===== src/rtl/if_stage.sv =====
// if_stage: instruction-fetch stage; pairs request records with in-order data_ok responses and feeds decode
module if_stage #(
    parameter int PFS_BUS_WD = 104,
    parameter int FS_BUS_WD  = 103
) (
    input  logic                  clk,
    input  logic                  reset,
    input  logic                  pfs_to_fs_valid,
    input  logic [PFS_BUS_WD-1:0] pfs_to_fs_bus,
    output logic                  fs_allowin,
    output logic                  fs_valid,
    output logic                  fs_inst_unable,
    input  logic                  pfs_inst_waiting,
    input  logic                  inst_sram_data_ok,
    input  logic [31:0]           inst_sram_rdata,
    input  logic                  ds_allowin,
    output logic                  fs_to_ds_valid,
    output logic [FS_BUS_WD-1:0]  fs_to_ds_bus,
    input  logic                  do_flush
);
    // only the fields forwarded to decode are latched: {tlb_refill, excode, badvaddr, ex, pc}
    logic [70:0] r_fs_bus;
    logic        r_fs_valid;
    logic        r_inst_ok;
    logic [31:0] r_inst;
    logic [1:0]  r_drop_cnt;
    logic        w_fs_ex;
    logic        w_fs_waiting;
    logic        w_drop;
    logic        w_take_data;
    logic        w_ready_go;
    logic        w_accept;
    logic        w_orphan_fs;
    logic [31:0] w_fs_inst;

    assign w_fs_ex        = r_fs_bus[32];
    assign w_fs_waiting   = r_fs_valid && !r_inst_ok && !w_fs_ex;
    assign w_drop         = inst_sram_data_ok && (r_drop_cnt != 2'd0);
    assign w_take_data    = inst_sram_data_ok && (r_drop_cnt == 2'd0) && w_fs_waiting;
    assign w_ready_go     = w_fs_ex || r_inst_ok || w_take_data;
    assign fs_allowin     = !r_fs_valid || (w_ready_go && ds_allowin);
    assign fs_valid       = r_fs_valid;
    assign fs_to_ds_valid = r_fs_valid && w_ready_go && !do_flush;
    assign fs_inst_unable = (r_drop_cnt == 2'd0) && !w_fs_waiting;
    assign w_accept       = pfs_to_fs_valid && fs_allowin && !do_flush;
    // a flushed wait whose data is not arriving now leaves an orphan response behind
    assign w_orphan_fs    = w_fs_waiting && !w_take_data;
    assign w_fs_inst      = w_fs_ex ? 32'd0 : (r_inst_ok ? r_inst : inst_sram_rdata);
    assign fs_to_ds_bus   = {r_fs_bus[70], r_fs_bus[69:65], r_fs_bus[64:33], r_fs_bus[32], w_fs_inst, r_fs_bus[31:0]};

    // record slot: accept, hold captured instruction across decode stalls, clear on flush
    always_ff @(posedge clk) begin
        if (reset) begin
            r_fs_valid <= 1'b0;
            r_fs_bus   <= '0;
            r_inst     <= '0;
            r_inst_ok  <= 1'b0;
        end else if (do_flush) begin
            r_fs_valid <= 1'b0;
            r_inst_ok  <= 1'b0;
        end else if (w_accept) begin
            r_fs_valid <= 1'b1;
            r_fs_bus   <= {pfs_to_fs_bus[103], pfs_to_fs_bus[69:0]};
            r_inst     <= pfs_to_fs_bus[101:70];
            r_inst_ok  <= pfs_to_fs_bus[102] || pfs_to_fs_bus[32];
        end else if (w_take_data && !(ds_allowin && r_fs_valid)) begin
            r_inst     <= inst_sram_rdata;
            r_inst_ok  <= 1'b1;
        end else if (fs_allowin) begin
            r_fs_valid <= 1'b0;
        end
    end

    // count responses still owed to requests cancelled by a flush
    always_ff @(posedge clk) begin
        if (reset) r_drop_cnt <= 2'd0;
        else r_drop_cnt <= r_drop_cnt - {1'b0, w_drop}
                          + (do_flush ? ({1'b0, w_orphan_fs} + {1'b0, pfs_inst_waiting}) : 2'd0);
    end
endmodule


===== config.mk =====
export PLATFORM = sky130hd
export DESIGN_NAME = if_stage
export DESIGN_NICKNAME = d
export VERILOG_FILES = /design/src/rtl/if_stage.sv
export SDC_FILE = /design/constraint.sdc
export NUM_CORES = 1
export LEC_CHECK = 0
export ABC_AREA = 1
export CORE_UTILIZATION = 25
export CTS_CLUSTER_DIAMETER = 150
export DETAILED_ROUTE_END_ITERATION = 8
export SLEW_MARGIN = 20
export SYNTH_ARGS = -nofsm -noshare
export SYNTH_HDL_FRONTEND = slang
export SYNTH_SLANG_ARGS = --single-unit

===== constraint.sdc =====
create_clock -name clk -period 4.5 [get_ports clk]
set_input_delay 0.9 -clock clk [delete_from_list [all_inputs] [get_ports clk]]
set_output_delay 0.9 -clock clk [all_outputs]
set_load 0.01 [all_outputs]

### After elaboration in Yosys (flattened, before gate mapping)

Cells that the tools add are included.

| word-level totals | value |
|---|---|
| flip-flop bits (word level) | 107 |
| bits of input ports | 143 |
| word-level logic and storage cells | 53 |
| output and inout port bits | 107 |

| cells by class | value |
|---|---|
| mux-type cells | 10 |
| bitwise operators | 1 |
| add/subtract/negate cells | 3 |
| reduce and logical (&&, ||, !) cells | 33 |
| eq/ne operators | 1 |

Operator list:

| kind | number |
|---|---|
| $mux W32 | 4 |
| $logic_and A1 B1 Y1 | 14 |
| $logic_not A1 Y1 | 7 |
| $reduce_and A2 Y1 | 3 |
| $reduce_bool A2 Y1 | 3 |
| $mux W1 | 5 |
| $logic_or A1 B1 Y1 | 4 |
| $add A1 B1 Y2 | 1 |
| $add A2 B2 Y2 | 1 |
| $logic_not A2 Y1 | 1 |
| $mux W2 | 1 |
| $ne A2 B2 Y1 const B | 1 |
| $reduce_or A2 Y1 | 1 |
| $sub A2 B1 Y2 | 1 |
| $not A1 Y1 | 1 |

### Longest topological paths before layout

| logic depth | value |
|---|---|
| depth after elaboration | 11 |
| depth in mapped cells | 14 |

### Least setup slack after synthesis

OpenSTA, ideal clock, no wires.

| timing path | value |
|---|---|
| path kind | in2reg |
| from | input port inst_sram_data_ok |
| to | register r_drop_cnt[1] |
| required time | 4.377 ns |
| setup time | 0.123 ns |
| stages | 12 |
| setup slack | 1.929 ns |
| arrival time | 2.448 ns |
| path through | nand2_1 -> nand2_2 -> buf_2 -> inv_1 -> ha_1 -> nand2_1 -> ha_1 -> inv_1 -> ha_1 -> xor2_1 -> o21ai_0 -> a21oi_1 |

| between the ends | value |
|---|---|
| cells in the longest elaborated chain, start to end | 7 |
| elaborated cells on any way between the ends | 9 |
| classes of those cells | add/sub (3); mux (1); reduce/logical (5) |

RTL lines:

| item | line | RTL |
|---|---|---|
| from (decl) | 14 | `input logic inst_sram_data_ok,` |
| $logic_and A1 B1 Y1 (2 in series) | 39 | `assign w_take_data = inst_sram_data_ok && (r_drop_cnt == 2'd0) && w_fs_waiting;` |
| $logic_not A1 Y1 | 47 | `assign w_orphan_fs = w_fs_waiting && !w_take_data;` |
| $logic_and A1 B1 Y1 | 47 |  |
| $add A1 B1 Y2 | 78 | `+ (do_flush ? ({1'b0, w_orphan_fs} + {1'b0, pfs_inst_waiting}) : 2'd0);` |
| $mux W2 | 78 |  |
| $add A2 B2 Y2 (*) | 78 |  |
| to (signal assigned) | 77 | `else r_drop_cnt <= r_drop_cnt - {1'b0, w_drop}` |
| to (decl) | 26 | `logic [1:0] r_drop_cnt;` |

Every way passes the cells marked *; elsewhere a longest branch is shown, timed or not.
A chain may end at the register's enable or synchronous reset.

### Worst setup path in the final report

| timing path | value |
|---|---|
| from | input port inst_sram_data_ok |
| to | output port fs_allowin |

| between the ends | value |
|---|---|
| cells in the longest elaborated chain, start to end | 5 |

RTL lines:

| item | line | RTL |
|---|---|---|
| $logic_and A1 B1 Y1 (2 in series) | 39 |  |
| $logic_or A1 B1 Y1 | 40 | `assign w_ready_go = w_fs_ex \|\| r_inst_ok \|\| w_take_data;` |
| $logic_and A1 B1 Y1 | 41 | `assign fs_allowin = !r_fs_valid \|\| (w_ready_go && ds_allowin);` |
| $logic_or A1 B1 Y1 | 41 |  |
| to (decl) | 10 | `output logic fs_allowin,` |

Every way passes these cells.

==> summary.md <==
| Metric | Value |
|---|---|
| Area occupied by multi-input gates | about 2400 um^2 |
| Grt ovf | 0 |
| Die area | roughly 21000 um^2 |
| Root buffer selected by CTS | clkbuf_16 |
| Period minus WS final | 3.431 ns |
| Drt initial violations | 229 |
| Drt wl/cell | roughly 14 um |
| Core Area | 19590 um^2 |
| Cell Area, Synth | 5017 um^2 |
| Synthesized flop and latch total | roughly 110 |
| # setup viols final | 0 |
| Cell with the most instances after synthesis | nand2_1 |
| Post-Syn Instances | 745 |
| Hold crit path type | register to register |
| Final WL | 17650 um |
| Via/cell ratio | approximately 4.6 |
| Largest net degree at the start of global routing | 106 |
| Cells after DPL | between 1000 and 1500 |
| # rows | just over 50 |
| Post-synth top cells | nand2_1 (203), dfxtp_1 (107), a21oi_1 (103) |
| Layout Cells excl Fill | between 1000 and 1500 |
| Crit path max fanout | 13 |
| Worst Max-Slew Pin Slew | between 0.9 and 1 ns |
| Switching Power | 730.6 uW |
| Worst path max stage delay | approximately 0.54 ns |
| Htree depth | 3 |
| Worst Path Arrival | 2.53 ns |
| Pre-CTS setup slack | 1.029 ns |
| Min-Delay Path Depth | 2 |
| ANT cells | 0 |
| CP required | 3.60 ns |
| # resized after CTS | 0 |
| RSZ-0062 raised after global routing | false |
| DRT Pass-1 Iters | 4 |
| Final Cell Area | ~7900 um^2 |
| Share of post-route cells with drive strength above 1 | 0.03975 |
| Setup tns final | 0 ns |
| Worst hold slack | 0.4659 ns |
| Clk_skew | around 0.0094 ns |
| Top cells by area, synth | dfxtp_1 (43%), nand2_1 (15%), a21oi_1 (10%) |
| Global-route wire length before repair | between 20000 and 30000 um |
| Worst slew margin | 0.3559 |
| Vias | approximately 5600 |
| Endpoint type of the worst setup path | output port |
| Syn_area_per_cell | just under 7 um^2 |
| Leakage dissipation | 0.003186 uW |
| Initial Utilization | 0.2561 |
| EDFF count, synth | 0 |
| Worst-skew pair later-pin latency | approximately 0.35 ns |
| Vias in the first global route | about 5100 |
| Net Sw Frac | 0.2989 |
| Die width | between 100 and 150 um |
| Antenna violations before repair | 1 |
| CP max stage cell | clkdlybuf4s50_1 |
| Synth top area share | 0.4269 |
| Maxcap violations | 0 |
| Fillers | just over 2000 |
| Mapped Nets | approximately 890 |
| Crit-path cells | clkdlybuf4s50_1, nand2_1, nand2_2, nand2_1, inv_2, clkdlybuf4s50_1 |
| Crit path buffers/inverters | 3 |
| Sequential area share after synthesis | 0.4269 |
| Status | complete, no violations |
| Gpl congestion | about 0.77 |
| CTS Sinks | about 110 |
| Postcts setup bufs | 0 |
| Hpwl dp | roughly 12000 um |
| Buffers from clock root to sink, at most | 2 |
| Clock share of power | 0.320 |
| Clock slew at reported path FFs | 0.08 ns |
| Final hold violation count | 0 |
| Port bufs | between 200 and 250 |
| Synth warnings | 0 |
| Die height | between 100 and 150 um |
| Crit Path Class | primary input to output port |
| Critical path's top delay family | buffers and inverters |
| Internal Power | approximately 1700 uW |
| Crit path launch type | primary input |
| Worst setup margin | about 1.1 ns |
| Synth cell types | 24 |
| R2R depth | 14 |
| Post-route DRC violation count | 0 |
| Num CTS Buffers | 9 |
| I/O pin count | 250 |
| Placement Cell Area | about 7600 um^2 |
| Hold Buf Count CTS | 0 |
| TritonCTS clock tree | done |
| Largest area contributor in the netlist | dfxtp_1 |
| FFs w/ async S/R, synth | 0 |
| Synth Flop Type | dfxtp_1 |
| Period utilization | 0.7624 |
| Pins Over Slew Limit | 0 |
| Post-route ant nets | 0 |
| Instance count on the critical path | 6 |
| Power per cell area | 309.1 nW/um^2 |
| Post-layout nets | 1097 |
| Area Overhead vs Synth | 57.66% |
| Max VDD drop | around 0.16 mV |
| Combinational power share | 0.255 |
| GRT Util Overall | 0.1706 |
| FF/Latch Area | around 2100 um^2 |
| Seq pwr share | 0.424 |
| Fmax | 0.2915 GHz |
routing by layer:
metal  share of wire  vias up  track usage
met5          0.0011        -            0
met4           0.010        2      0.05039
met3            0.10       12      0.06131
met2            0.45      214       0.2626
met1            0.44     2506       0.2218
li1                -     2842            -
tightest hold or removal path, cell delays in order, from the launching register on:
cell     delay (ns)
dfxtp_1        0.31
nand2_1        0.06
a21oi_1        0.05
power groups by stage:
stage / Clock [uW] / Sequential [uW] / Combinational, uW
2_1_floorplan: 0 / 1070 / 285
4_1_cts: 820 / 1040 / 632
3_3_place_gp: 0 / 1060 / 628
6_report: 783 / 1040 / 624
5_1_grt: 871 / 1050 / 692
3_5_place_dp: 0 / 1060 / 627
per-stage QoR:
step | power [uW] | utilization
2_1_floorplan | 1355 | -
3_3_place_gp | 1686 | 0.3892
3_5_place_dp | 1688 | 0.3892
4_1_cts | 2490 | 0.4038
5_1_grt | 2609 | 0.4038
6_report | 2445 | 0.4038
logic make-up (layout without fill, tap and decap cells):
| family | after synthesis | in the layout | synth area share |
|---|---|---|---|
| buf+inv | 107 | 318 | 0.09152 |
| simple gates | 386 | 386 | 0.3299 |
| compound gates | 140 | 140 | 0.1406 |
| flops | 107 | 107 | 0.4269 |
| fa+ha+maj | 3 | 3 | 0.007482 |
| xor+xnor | 2 | 2 | 0.003492 |
state kept, by name, indices dropped and copies added (netlist names):
register,count
r_fs_bus,71
r_inst_ok,1
r_drop_cnt,2
fs_valid,1
r_inst,32
path summary, 6_finish.rpt:
check	to	slack [ns]	startpoint
setup / recovery	fs_allowin	1.07	inst_sram_data_ok
hold / removal	r_fs_bus[54]	0.47	r_fs_bus[54]
setup reg to reg	r_drop_cnt[1]	1.80	r_inst_ok
hold reg to reg	r_fs_bus[54]	0.47	r_fs_bus[54]
layout make-up:
cell class	count	share of cell area
clock buffer	9	0.02847
clock inverter	7	0.007593
inverter	45	0.02135
multi-input combinational	531	0.3061
sequential	107	0.2710
tap	265	0.04192
timing repair buffer	257	0.3236
layout by cell type, fill, tap and decap left out, types with 2 or more instances in the layout:
cell	instances
a211oi_1	2
a21oi_1	103
buf_4	7
clkbuf_16	9
clkdlybuf4s50_1	248
clkinvlp_4	2
dfxtp_1	106
ha_1	3
inv_1	40
inv_2	5
inv_8	2
nand2_1	203
nand2_2	2
nand3_1	70
nand4_1	33
nor2_1	71
nor2_2	2
nor3_1	2
o21ai_0	35
Note: power is estimated with default switching activity, not from simulation.
